**src/rtl/hazard_ctrl_if.sv**
```systemverilog
// Hazard-control bundle between the pipeline datapath and hazard_ctrl.
//   ID-stage request : valid_D, rs1_D, rs2_D, use1_D, use2_D, rd_D,
//                      regWrite_D, memRead_D, branch_taken
//   Control response : stall_F, stall_D, flush_D, flush_E, flush_M,
//                      fwdA_E, fwdB_E, fwd1_D, fwd2_D
//   Counters         : stall_cnt, flush_cnt
// master = datapath side, slave = hazard_ctrl side.
interface hazard_ctrl_if #(
  parameter int RAW   = 5,
  parameter int CNT_W = 16
);
  logic           valid_D;
  logic [RAW-1:0] rs1_D;
  logic [RAW-1:0] rs2_D;
  logic           use1_D;
  logic           use2_D;
  logic [RAW-1:0] rd_D;
  logic           regWrite_D;
  logic           memRead_D;
  logic           branch_taken;

  logic           stall_F;
  logic           stall_D;
  logic           flush_D;
  logic           flush_E;
  logic           flush_M;
  logic [1:0]     fwdA_E;
  logic [1:0]     fwdB_E;
  logic           fwd1_D;
  logic           fwd2_D;
  logic [CNT_W-1:0] stall_cnt;
  logic [CNT_W-1:0] flush_cnt;

  modport master (
    output valid_D, rs1_D, rs2_D, use1_D, use2_D, rd_D, regWrite_D,
           memRead_D, branch_taken,
    input  stall_F, stall_D, flush_D, flush_E, flush_M, fwdA_E, fwdB_E,
           fwd1_D, fwd2_D, stall_cnt, flush_cnt
  );

  modport slave (
    input  valid_D, rs1_D, rs2_D, use1_D, use2_D, rd_D, regWrite_D,
           memRead_D, branch_taken,
    output stall_F, stall_D, flush_D, flush_E, flush_M, fwdA_E, fwdB_E,
           fwd1_D, fwd2_D, stall_cnt, flush_cnt
  );
endinterface

```
**src/rtl/hazard_ctrl.sv**
```systemverilog
// Pipeline hazard control for the 5-stage LEGv8 core.
// Tracks a shadow pipeline of register tags for EX, MEM and WB and derives
// forwarding selects, load-use / RAW stalls and taken-branch flushes, plus
// saturating stall and flush event counters.
//   clk   : rising-edge clock
//   reset : asynchronous, active-high; all tags invalid, counters cleared
//   hz    : hazard_ctrl_if.slave (ID-stage request in, control out)
module hazard_ctrl #(
  parameter int RAW      = 5,
  parameter int ZERO_REG = 31,
  parameter int BR_STAGE = 3,
  parameter int FWD_EN   = 1,
  parameter int CNT_W    = 16
) (
  input logic          clk,
  input logic          reset,
  hazard_ctrl_if.slave hz
);

  localparam logic [RAW-1:0] ZR = RAW'(ZERO_REG);

  typedef struct packed {
    logic           valid;
    logic           regWrite;
    logic           memRead;
    logic           use1;
    logic           use2;
    logic [RAW-1:0] rd;
    logic [RAW-1:0] rs1;
    logic [RAW-1:0] rs2;
  } ex_tag_t;

  // MEM and WB only ever act as writers, so they carry the writer fields.
  typedef struct packed {
    logic           valid;
    logic           regWrite;
    logic [RAW-1:0] rd;
  } wr_tag_t;

  ex_tag_t tag_e;
  wr_tag_t tag_m;
  wr_tag_t tag_w;

  logic [CNT_W-1:0] stall_cnt_q;
  logic [CNT_W-1:0] flush_cnt_q;

  logic       e_src1, e_src2;
  logic       d1_e, d2_e, d1_m, d2_m;
  logic       load_use, raw_stall, stall_req;
  logic [1:0] fwd_a, fwd_b;
  logic       stall, flush_e, flush_m;

  function automatic logic writes(input logic v, input logic rw,
                                  input logic [RAW-1:0] rd,
                                  input logic [RAW-1:0] r);
    return v & rw & (rd == r) & (r != ZR);
  endfunction

  always_comb begin
    e_src1 = tag_e.valid & tag_e.use1;
    e_src2 = tag_e.valid & tag_e.use2;

    d1_e = hz.valid_D & hz.use1_D & writes(tag_e.valid, tag_e.regWrite, tag_e.rd, hz.rs1_D);
    d2_e = hz.valid_D & hz.use2_D & writes(tag_e.valid, tag_e.regWrite, tag_e.rd, hz.rs2_D);
    d1_m = hz.valid_D & hz.use1_D & writes(tag_m.valid, tag_m.regWrite, tag_m.rd, hz.rs1_D);
    d2_m = hz.valid_D & hz.use2_D & writes(tag_m.valid, tag_m.regWrite, tag_m.rd, hz.rs2_D);

    load_use  = tag_e.memRead & (d1_e | d2_e);
    // Without EX forwarding any producer still in EX or MEM blocks the reader;
    // a producer in WB is handled by the WB->ID bypass.
    raw_stall = d1_e | d2_e | d1_m | d2_m;
    stall_req = (FWD_EN != 0) ? load_use : raw_stall;

    fwd_a = 2'b00;
    fwd_b = 2'b00;
    if (FWD_EN != 0) begin
      if (e_src1 & writes(tag_m.valid, tag_m.regWrite, tag_m.rd, tag_e.rs1))
        fwd_a = 2'b10;
      else if (e_src1 & writes(tag_w.valid, tag_w.regWrite, tag_w.rd, tag_e.rs1))
        fwd_a = 2'b01;
      if (e_src2 & writes(tag_m.valid, tag_m.regWrite, tag_m.rd, tag_e.rs2))
        fwd_b = 2'b10;
      else if (e_src2 & writes(tag_w.valid, tag_w.regWrite, tag_w.rd, tag_e.rs2))
        fwd_b = 2'b01;
    end
  end

  // A taken branch overrides any stall so the PC loads the branch target.
  assign stall   = stall_req & ~hz.branch_taken;
  assign flush_e = stall_req | hz.branch_taken;
  assign flush_m = (BR_STAGE == 3) & hz.branch_taken;

  assign hz.stall_F   = stall;
  assign hz.stall_D   = stall;
  assign hz.flush_D   = hz.branch_taken;
  assign hz.flush_E   = flush_e;
  assign hz.flush_M   = flush_m;
  assign hz.fwdA_E    = fwd_a;
  assign hz.fwdB_E    = fwd_b;
  assign hz.fwd1_D    = hz.use1_D & writes(tag_w.valid, tag_w.regWrite, tag_w.rd, hz.rs1_D);
  assign hz.fwd2_D    = hz.use2_D & writes(tag_w.valid, tag_w.regWrite, tag_w.rd, hz.rs2_D);
  assign hz.stall_cnt = stall_cnt_q;
  assign hz.flush_cnt = flush_cnt_q;

  always_ff @(posedge clk or posedge reset) begin
    if (reset) begin
      tag_e       <= '0;
      tag_m       <= '0;
      tag_w       <= '0;
      stall_cnt_q <= '0;
      flush_cnt_q <= '0;
    end else begin
      tag_w <= tag_m;

      if (flush_m) begin
        tag_m <= '0;
      end else begin
        tag_m.valid    <= tag_e.valid;
        tag_m.regWrite <= tag_e.regWrite;
        tag_m.rd       <= tag_e.rd;
      end

      if (flush_e) begin
        tag_e <= '0;
      end else begin
        tag_e.valid    <= hz.valid_D;
        tag_e.regWrite <= hz.regWrite_D;
        tag_e.memRead  <= hz.memRead_D;
        tag_e.use1     <= hz.use1_D;
        tag_e.use2     <= hz.use2_D;
        tag_e.rd       <= hz.rd_D;
        tag_e.rs1      <= hz.rs1_D;
        tag_e.rs2      <= hz.rs2_D;
      end

      if (stall && (stall_cnt_q != '1))
        stall_cnt_q <= stall_cnt_q + 1'b1;
      if (hz.branch_taken && (flush_cnt_q != '1))
        flush_cnt_q <= flush_cnt_q + 1'b1;
    end
  end

endmodule

```
**src/flat_wrapper.sv**
```systemverilog
// flat-port wrapper written by rule: the top's interface ports become plain ports
module hazard_ctrl_flat 
#(
  parameter int RAW      = 5,
  parameter int ZERO_REG = 31,
  parameter int BR_STAGE = 3,
  parameter int FWD_EN   = 1,
  parameter int CNT_W    = 16
)
  (clk, reset, hz_valid_D, hz_rs1_D, hz_rs2_D, hz_use1_D, hz_use2_D, hz_rd_D, hz_regWrite_D, hz_memRead_D, hz_branch_taken, hz_stall_F, hz_stall_D, hz_flush_D, hz_flush_E, hz_flush_M, hz_fwdA_E, hz_fwdB_E, hz_fwd1_D, hz_fwd2_D, hz_stall_cnt, hz_flush_cnt);
  hazard_ctrl_if #(.RAW(RAW), .CNT_W(CNT_W)) hz_i ();
  input logic clk;
  input logic reset;
  input wire logic [$bits(hz_i.valid_D)-1:0] hz_valid_D;
  input wire logic [$bits(hz_i.rs1_D)-1:0] hz_rs1_D;
  input wire logic [$bits(hz_i.rs2_D)-1:0] hz_rs2_D;
  input wire logic [$bits(hz_i.use1_D)-1:0] hz_use1_D;
  input wire logic [$bits(hz_i.use2_D)-1:0] hz_use2_D;
  input wire logic [$bits(hz_i.rd_D)-1:0] hz_rd_D;
  input wire logic [$bits(hz_i.regWrite_D)-1:0] hz_regWrite_D;
  input wire logic [$bits(hz_i.memRead_D)-1:0] hz_memRead_D;
  input wire logic [$bits(hz_i.branch_taken)-1:0] hz_branch_taken;
  output wire logic [$bits(hz_i.stall_F)-1:0] hz_stall_F;
  output wire logic [$bits(hz_i.stall_D)-1:0] hz_stall_D;
  output wire logic [$bits(hz_i.flush_D)-1:0] hz_flush_D;
  output wire logic [$bits(hz_i.flush_E)-1:0] hz_flush_E;
  output wire logic [$bits(hz_i.flush_M)-1:0] hz_flush_M;
  output wire logic [$bits(hz_i.fwdA_E)-1:0] hz_fwdA_E;
  output wire logic [$bits(hz_i.fwdB_E)-1:0] hz_fwdB_E;
  output wire logic [$bits(hz_i.fwd1_D)-1:0] hz_fwd1_D;
  output wire logic [$bits(hz_i.fwd2_D)-1:0] hz_fwd2_D;
  output wire logic [$bits(hz_i.stall_cnt)-1:0] hz_stall_cnt;
  output wire logic [$bits(hz_i.flush_cnt)-1:0] hz_flush_cnt;
  assign hz_i.valid_D = hz_valid_D;
  assign hz_i.rs1_D = hz_rs1_D;
  assign hz_i.rs2_D = hz_rs2_D;
  assign hz_i.use1_D = hz_use1_D;
  assign hz_i.use2_D = hz_use2_D;
  assign hz_i.rd_D = hz_rd_D;
  assign hz_i.regWrite_D = hz_regWrite_D;
  assign hz_i.memRead_D = hz_memRead_D;
  assign hz_i.branch_taken = hz_branch_taken;
  assign hz_stall_F = hz_i.stall_F;
  assign hz_stall_D = hz_i.stall_D;
  assign hz_flush_D = hz_i.flush_D;
  assign hz_flush_E = hz_i.flush_E;
  assign hz_flush_M = hz_i.flush_M;
  assign hz_fwdA_E = hz_i.fwdA_E;
  assign hz_fwdB_E = hz_i.fwdB_E;
  assign hz_fwd1_D = hz_i.fwd1_D;
  assign hz_fwd2_D = hz_i.fwd2_D;
  assign hz_stall_cnt = hz_i.stall_cnt;
  assign hz_flush_cnt = hz_i.flush_cnt;
  hazard_ctrl #(.RAW(RAW), .ZERO_REG(ZERO_REG), .BR_STAGE(BR_STAGE), .FWD_EN(FWD_EN), .CNT_W(CNT_W)) u_core (.clk(clk), .reset(reset), .hz(hz_i));
endmodule
```
**config.mk**
```make
export PLATFORM = sky130hd
export DESIGN_NAME = hazard_ctrl_flat
export DESIGN_NICKNAME = d
export VERILOG_FILES = /design/src/rtl/hazard_ctrl_if.sv /design/src/rtl/hazard_ctrl.sv /design/src/flat_wrapper.sv
export SDC_FILE = /design/constraint.sdc
export NUM_CORES = 1
export LEC_CHECK = 0
export BUFFER_PORTS_ARGS = -buffer_cell sky130_fd_sc_hd__buf_2
export CAP_MARGIN = 20
export CORE_ASPECT_RATIO = 2
export CORE_MARGIN = 8
export CORE_UTILIZATION = 33
export DETAILED_ROUTE_END_ITERATION = 12
export SETUP_SLACK_MARGIN = 0.4
export SYNTH_ARGS = -nofsm -noshare
export SYNTH_HDL_FRONTEND = slang
export SYNTH_SLANG_ARGS = --single-unit
```
**constraint.sdc**
```tcl
create_clock -name clk -period 2.4 [get_ports clk]
set_input_delay 0.48 -clock clk [delete_from_list [all_inputs] [get_ports clk]]
set_output_delay 0.48 -clock clk [all_outputs]
set_load 0.01 [all_outputs]
```
==> results of run 1 <==
==> metrics by stage <==
step / utilization / total power [µW] / cell area (µm²) / setup slack [ns] / std cells
after global routing: 0.457 / 3250 / 4410 / -0.0807 / 515
after global placement: 0.384 / 1680 / 3700 / 0.0473 / 482
after detailed placement: 0.384 / 1700 / 3700 / 0.0531 / 482
after CTS: 0.446 / 3130 / 4290 / -0.0380 / 509
after floorplan: - / 1530 / 3230 / 0.269 / 291
final: 0.457 / 3100 / 4410 / 0.0199 / 515
==> registers in the layout (all words and copies together), names as in the netlist <==
register	flops
u_core.hz.flush_cnt	16
u_core.hz.stall_cnt	16
u_core.tag_e	20
u_core.tag_m	7
u_core.tag_w	7
==> cell type report <==
cell class              instances  area, µm²
multi-input cells             210       1620
well taps                     132        165
repair buffers                 89        637
clock inverters                 3       46.3
clock buffers                  13        270
inverters                       2       11.3
fillers                       921       5230
flip-flops and latches         66       1660
==> cell families after synthesis <==
kind of cell,count (synthesis),synth area share
xor gates and xnor gates,65,0.177
and+or+nand+nor,128,0.224
AOI/OAI and AO/OA,11,0.0358
muxes,4,0.0140
adders and majority gates,2,0.00778
DFF,66,0.513
buffers and inverters,15,0.0280
==> Yosys cell counts, drive strengths merged (6+ instances only) <==
library cell,n,area (µm²)
dfrtp,66,1650
xnor2,40,350
xor2,25,219
and2,23,144
nand4,19,134
nand2,18,67.6
nor2,17,66.3
nand3,16,80.1
and3,10,63.8
buf,9,67.6
nor2b,7,43.8
nor4,6,37.5
==> critical path, delay by kind of cell (launching register included) <==
| kind | cells | cell delay [ns] |
|---|---|---|
| flops | 1 | 0.41 |
| compound gates | 2 | 0.36 |
| simple gates | 2 | 0.43 |
| buf+inv | 2 | 0.19 |
| xor+xnor | 1 | 0.17 |
==> worst paths after layout <==
path | slack, ns | to | cells past startpoint | start
hold / removal | 0.10 | u_core.tag_e[16] | 2 | reset
max in group asynchronous | 1.72 | u_core.tag_e[10] | 3 | reset
min in group clk | 0.35 | u_core.tag_m[5] | 2 | hz_branch_taken
setup / recovery | 0.02 | hz_flush_E | 7 | u_core.tag_e[10]
hold reg to reg | 0.43 | u_core.tag_w[5] | 0 | u_core.tag_m[5]
setup reg to reg | 0.08 | u_core.tag_e[17] | 11 | u_core.tag_e[10]
==> where the power goes <==
part / internal (µW) / switching [µW]
sequential: 1200 / 103
combinational: 222 / 222
clock: 890 / 466
total: 2310 / 791
==> what timing repair did <==
| item | in CTS | in global routing |
|---|---|---|
| gates resized for setup | 41 | 10 |
| endpoints found under the setup margin | 41 | 32 |
| endpoints found under the hold margin | 0 | 0 |
| pin swaps | 20 | 12 |
| gates cloned | 3 | 0 |
| buffers inserted | 8 | 6 |
==> routing by layer <==
metal,vias to the layer above,GRT usage,routed length [µm]
met2,73,0.247,4810
li1,1165,-,-
met1,1194,0.124,2930
met4,0,0.0976,458
met3,31,0.0396,394
met5,-,0,0
==> flow_summary.toml, run 1 <==
[run_status]
status = "complete, no violations"

[finish]
diodes = 0
nets = 403
mostFrequentLayoutCells = "buf_2, dfrtp_1, xnor2_1"
final_common_cell = "buf_2"
drive_above_1_share = 0.402
area_growth_pct = 37.0

[grt]
overflow = 0
antenna_found_initial = 0
grt_pass1_vias = 2793
grt_max_degree = 56
grt_pass1_wl_um = 13800
grt.total_usage = 0.136

[logic_synthesis]
synth_seq_area_share = 0.513
netlist_area_um2 = 3220
syn_nets = 316
syn_inst = 291
synth_area_per_cell_um2 = 11.1
ys_types = 37
synth-warning-count = 0
synth_seq_cells = 66
synthArstFlopShare = 1.00
synth-edff-count = 0
synth_ff_type = "dfrtp_1"

[clocking]
cts.htree.levels = 3
cts_buffers = 9
clock_path_buffers = 2
cts_tree = "done"
clk_pin_slew_worst_paths_ns = 0.05
insertion_delay_ns = 0.34
postCtsHoldBufs = 0
cts.sinks = 66
cts_root_buf = "clkbuf_16"

[run]
drv_cap = 0

[route]
wl_um = 8600
wire_per_inst_um = 16.7
vias_per_cell = 4.78
drcViolationCount = 0
drt_iter0_drc = 68
ant_nets = 0
vias = 2463
drt_pass1_iterations = 4

[floorplan]
num_io_pins = 66
rows = 51
core_region_area_um2 = 9640
start_util = 0.334
dieWidth_um = 85.8
die-area_um2 = 13400
chipHeight_um = 156

[sta]
worst_slew_pin_slew_ns = 0.548
holdWs_ns = 0.101
fin_crit_ns = 2.38
relSlewSlack = 0.631
setup_viol = 0
fin_crit_sh = 0.992
hold_violations = 0
maxSlewViolCount = 0
fin_skew_ns = 0.00839
rsz0062_at_grt = "true"
fmax_ghz = 0.420
setup_tns_ns = 0

[pwr]
power_density_nw_per_um2 = 704
irDropWorstVdd_mv = 0.467
leakagePower_uw = 0.00211

[placed_design]
place_hpwl_um = 6200
portBuffers = 65
gp_congestion = 0.782

[setup_path]
cp-start-kind = "flop"
worstPathCellList = "xor2_1 -> nor4_2 -> nand3_1 -> a2bb2o_4 -> a41oi_4 -> inv_2 -> buf_6"
path_max_fanout = 3
criticalPathCategory = "flop to output pin"
cp.required_ns = 1.92
crit_slowest_cell = "dfrtp_2"
end_kind = "output pin"
cp_data_arrival_time_ns = 1.90
cpPeakStageDelay_ns = 0.41

[hold_path]
hold_path_class = "input port to async pin"
(Power assumes the default switching activity.)
==> inputs of run 2 (changes only) <==
--- a/config.mk
+++ b/config.mk
@@ -10,6 +10,7 @@
 export CORE_ASPECT_RATIO = 2
 export CORE_MARGIN = 8
 export CORE_UTILIZATION = 33
+export CTS_CLUSTER_SIZE = 28
 export DETAILED_ROUTE_END_ITERATION = 12
 export SETUP_SLACK_MARGIN = 0.4
 export SYNTH_ARGS = -nofsm -noshare
==> constraint.sdc (replaced) <==
create_clock -name clk -period 2.45 [get_ports clk]
set_input_delay 0.49 -clock clk [delete_from_list [all_inputs] [get_ports clk]]
set_output_delay 0.49 -clock clk [all_outputs]
set_load 0.01 [all_outputs]
==> run 2 against run 1 <==
Hold slack improved by 0.14 ns. Highest routed layer unchanged. Critical endpoint unchanged. Via count fell by 3.3%. Die area is the same.
==> flow_summary.toml, run 2 (synthesis results as in run 1) <==
[pwr]
leakagePower_uw = 0.00200
power_density_nw_per_um2 = 686
irDropWorstVdd_mv = 0.354

[grt]
antenna_found_initial = 1
grt_pass1_vias = 2550
grtUsageMet1 = 0.128
grt_use_met2 = 0.238
grt_pass1_wl_um = 13100
overflow = 0
busiest_layer = "met2"
grt.total_usage = 0.129
use_met3 = 0.0306
grt_max_degree = 41

[sta]
fin_crit_ns = 2.37
worst_slew_pin_slew_ns = 0.620
holdWs_ns = 0.240
fin_crit_sh = 0.968
hold_violations = 0
setup_viol = 0
fmax_ghz = 0.422
fin_skew_ns = 0.00656
maxSlewViolCount = 0
rsz0062_at_grt = "true"
relSlewSlack = 0.586

[setup_path]
path_max_fanout = 3
worstPathCellList = "xor2_1 -> nor4_2 -> nand3_1 -> a2bb2o_4 -> a41oi_2 -> inv_2 -> buf_6"
path_delay_family = "simple AND/OR/NAND/NOR gates"
criticalPathCategory = "flop to output pin"
worstPathBufferInverterCount = 2
cp.required_ns = 1.96
cpPeakStageDelay_ns = 0.41
regToRegSetupSlack_ns = 0.42
end_kind = "output pin"
cp-start-kind = "flop"
crit_slowest_cell = "dfrtp_1"
cp_data_arrival_time_ns = 1.88

[finish]
nets = 398
area_growth_pct = 29.8
top_register = "u_core.tag_e"
mostFrequentLayoutCells = "buf_2, dfrtp_1, xnor2_1"
final_common_cell = "buf_2"
finish.instance_area_um2 = 4180
drive_above_1_share = 0.333
largest_register_ff_count = 20

[placed_design]
gp_congestion = 0.771
portBuffers = 65
place_hpwl_um = 6010
placed_cell_area_um2 = 3680

[floorplan]
rows = 51
start_util = 0.334
die-area_um2 = 13400
dieWidth_um = 85.8
core_region_area_um2 = 9640
num_io_pins = 66
chipHeight_um = 156

[clocking]
clk_pin_slew_worst_paths_ns = 0.05
cts_root_buf = "clkbuf_16"
cts_buffers = 9
postCtsHoldBufs = 0
cts.htree.levels = 3
insertion_delay_ns = 0.33
clock_path_buffers = 2
cts_tree = "done"
cts.sinks = 66

[route]
ant_nets = 0
vias = 2382
drt_iter0_drc = 64
drt_pass1_iterations = 6
wire_per_inst_um = 15.9
vias_per_cell = 4.66
drcViolationCount = 0
wl_um = 8130

[run_status]
status = "complete, no violations"

[run]
drv_cap = 0

[hold_path]
hold_path_class = "input port to async pin"
==> run 2: cell count changes in the layout (fill, tap and decap cells not counted), sizes merged <==
cell / change
buf: -5
diode: +1
bufinv: -1
clkinv: +2
clkbuf: -1
==> run 2: metrics by stage <==
stage	util	setup TNS (ns)	total power [µW]	instances	worst slack, ns
after floorplan	-	0	1500	291	0.309
after global placement	0.382	0	1650	480	0.104
after detailed placement	0.382	0	1660	480	0.0963
after CTS	0.422	0	2890	504	0.00793
after global routing	0.433	-0.0331	2990	511	-0.0331
final	0.433	0	2860	511	0.0792
==> run 2: path summary, 6_finish.rpt <==
check / start / depth (start not counted) / endpoint
worst min register to register: u_core.tag_m[6] / 0 / u_core.tag_w[6]
worst min-delay path: reset / 2 / u_core.tag_e[14]
worst max register to register: u_core.tag_e[11] / 8 / u_core.hz.stall_cnt[12]
max in group asynchronous: reset / 3 / u_core.hz.stall_cnt[4]
worst max-delay path: u_core.tag_e[11] / 7 / hz_flush_E
min in group clk: hz_rd_D[0] / 2 / u_core.tag_e[10]
==> run 2: worst reg2reg max path, cell delays in order, from the launching register on <==
cell	delay [ns]
dfrtp_1	0.41
xor2_1	0.16
nor4_2	0.31
nand3_1	0.12
a2bb2o_4	0.24
buf_4	0.12
buf_8	0.13
nand4_1	0.12
mux2_4	0.31
==> run 2: repair_timing <==
action,in CTS,in global routing
gates resized for setup,9,14
pin swaps,10,7
endpoints found under the setup margin,23,12
setup buffers,8,6
==> run 2: area by class of cell <==
| type | count | area, µm² |
|---|---|---|
| sequential | 66 | 1660 |
| multi-input combinational | 210 | 1540 |
| clock buffer | 12 | 256 |
| tap | 132 | 165 |
| fill | 912 | 5460 |
| clock inverter | 4 | 26.3 |
| inverter | 2 | 11.3 |
| timing repair buffer | 84 | 514 |
| antenna | 1 | 2.50 |
==> run 2: power breakdown <==
part           switching (µW)  internal (µW)  leakage [µW]
sequential               99.9           1180      0.000873
combinational             202            177      0.000987
clock                     470            738      0.000139
total                     772           2090       0.00200
==> run 2: per-layer routing <==
metal | vias up | wire length, µm
li1 | 1157 | -
met1 | 1161 | 2960
met2 | 49 | 4620
met3 | 15 | 298
met4 | 0 | 243
met5 | - | 0
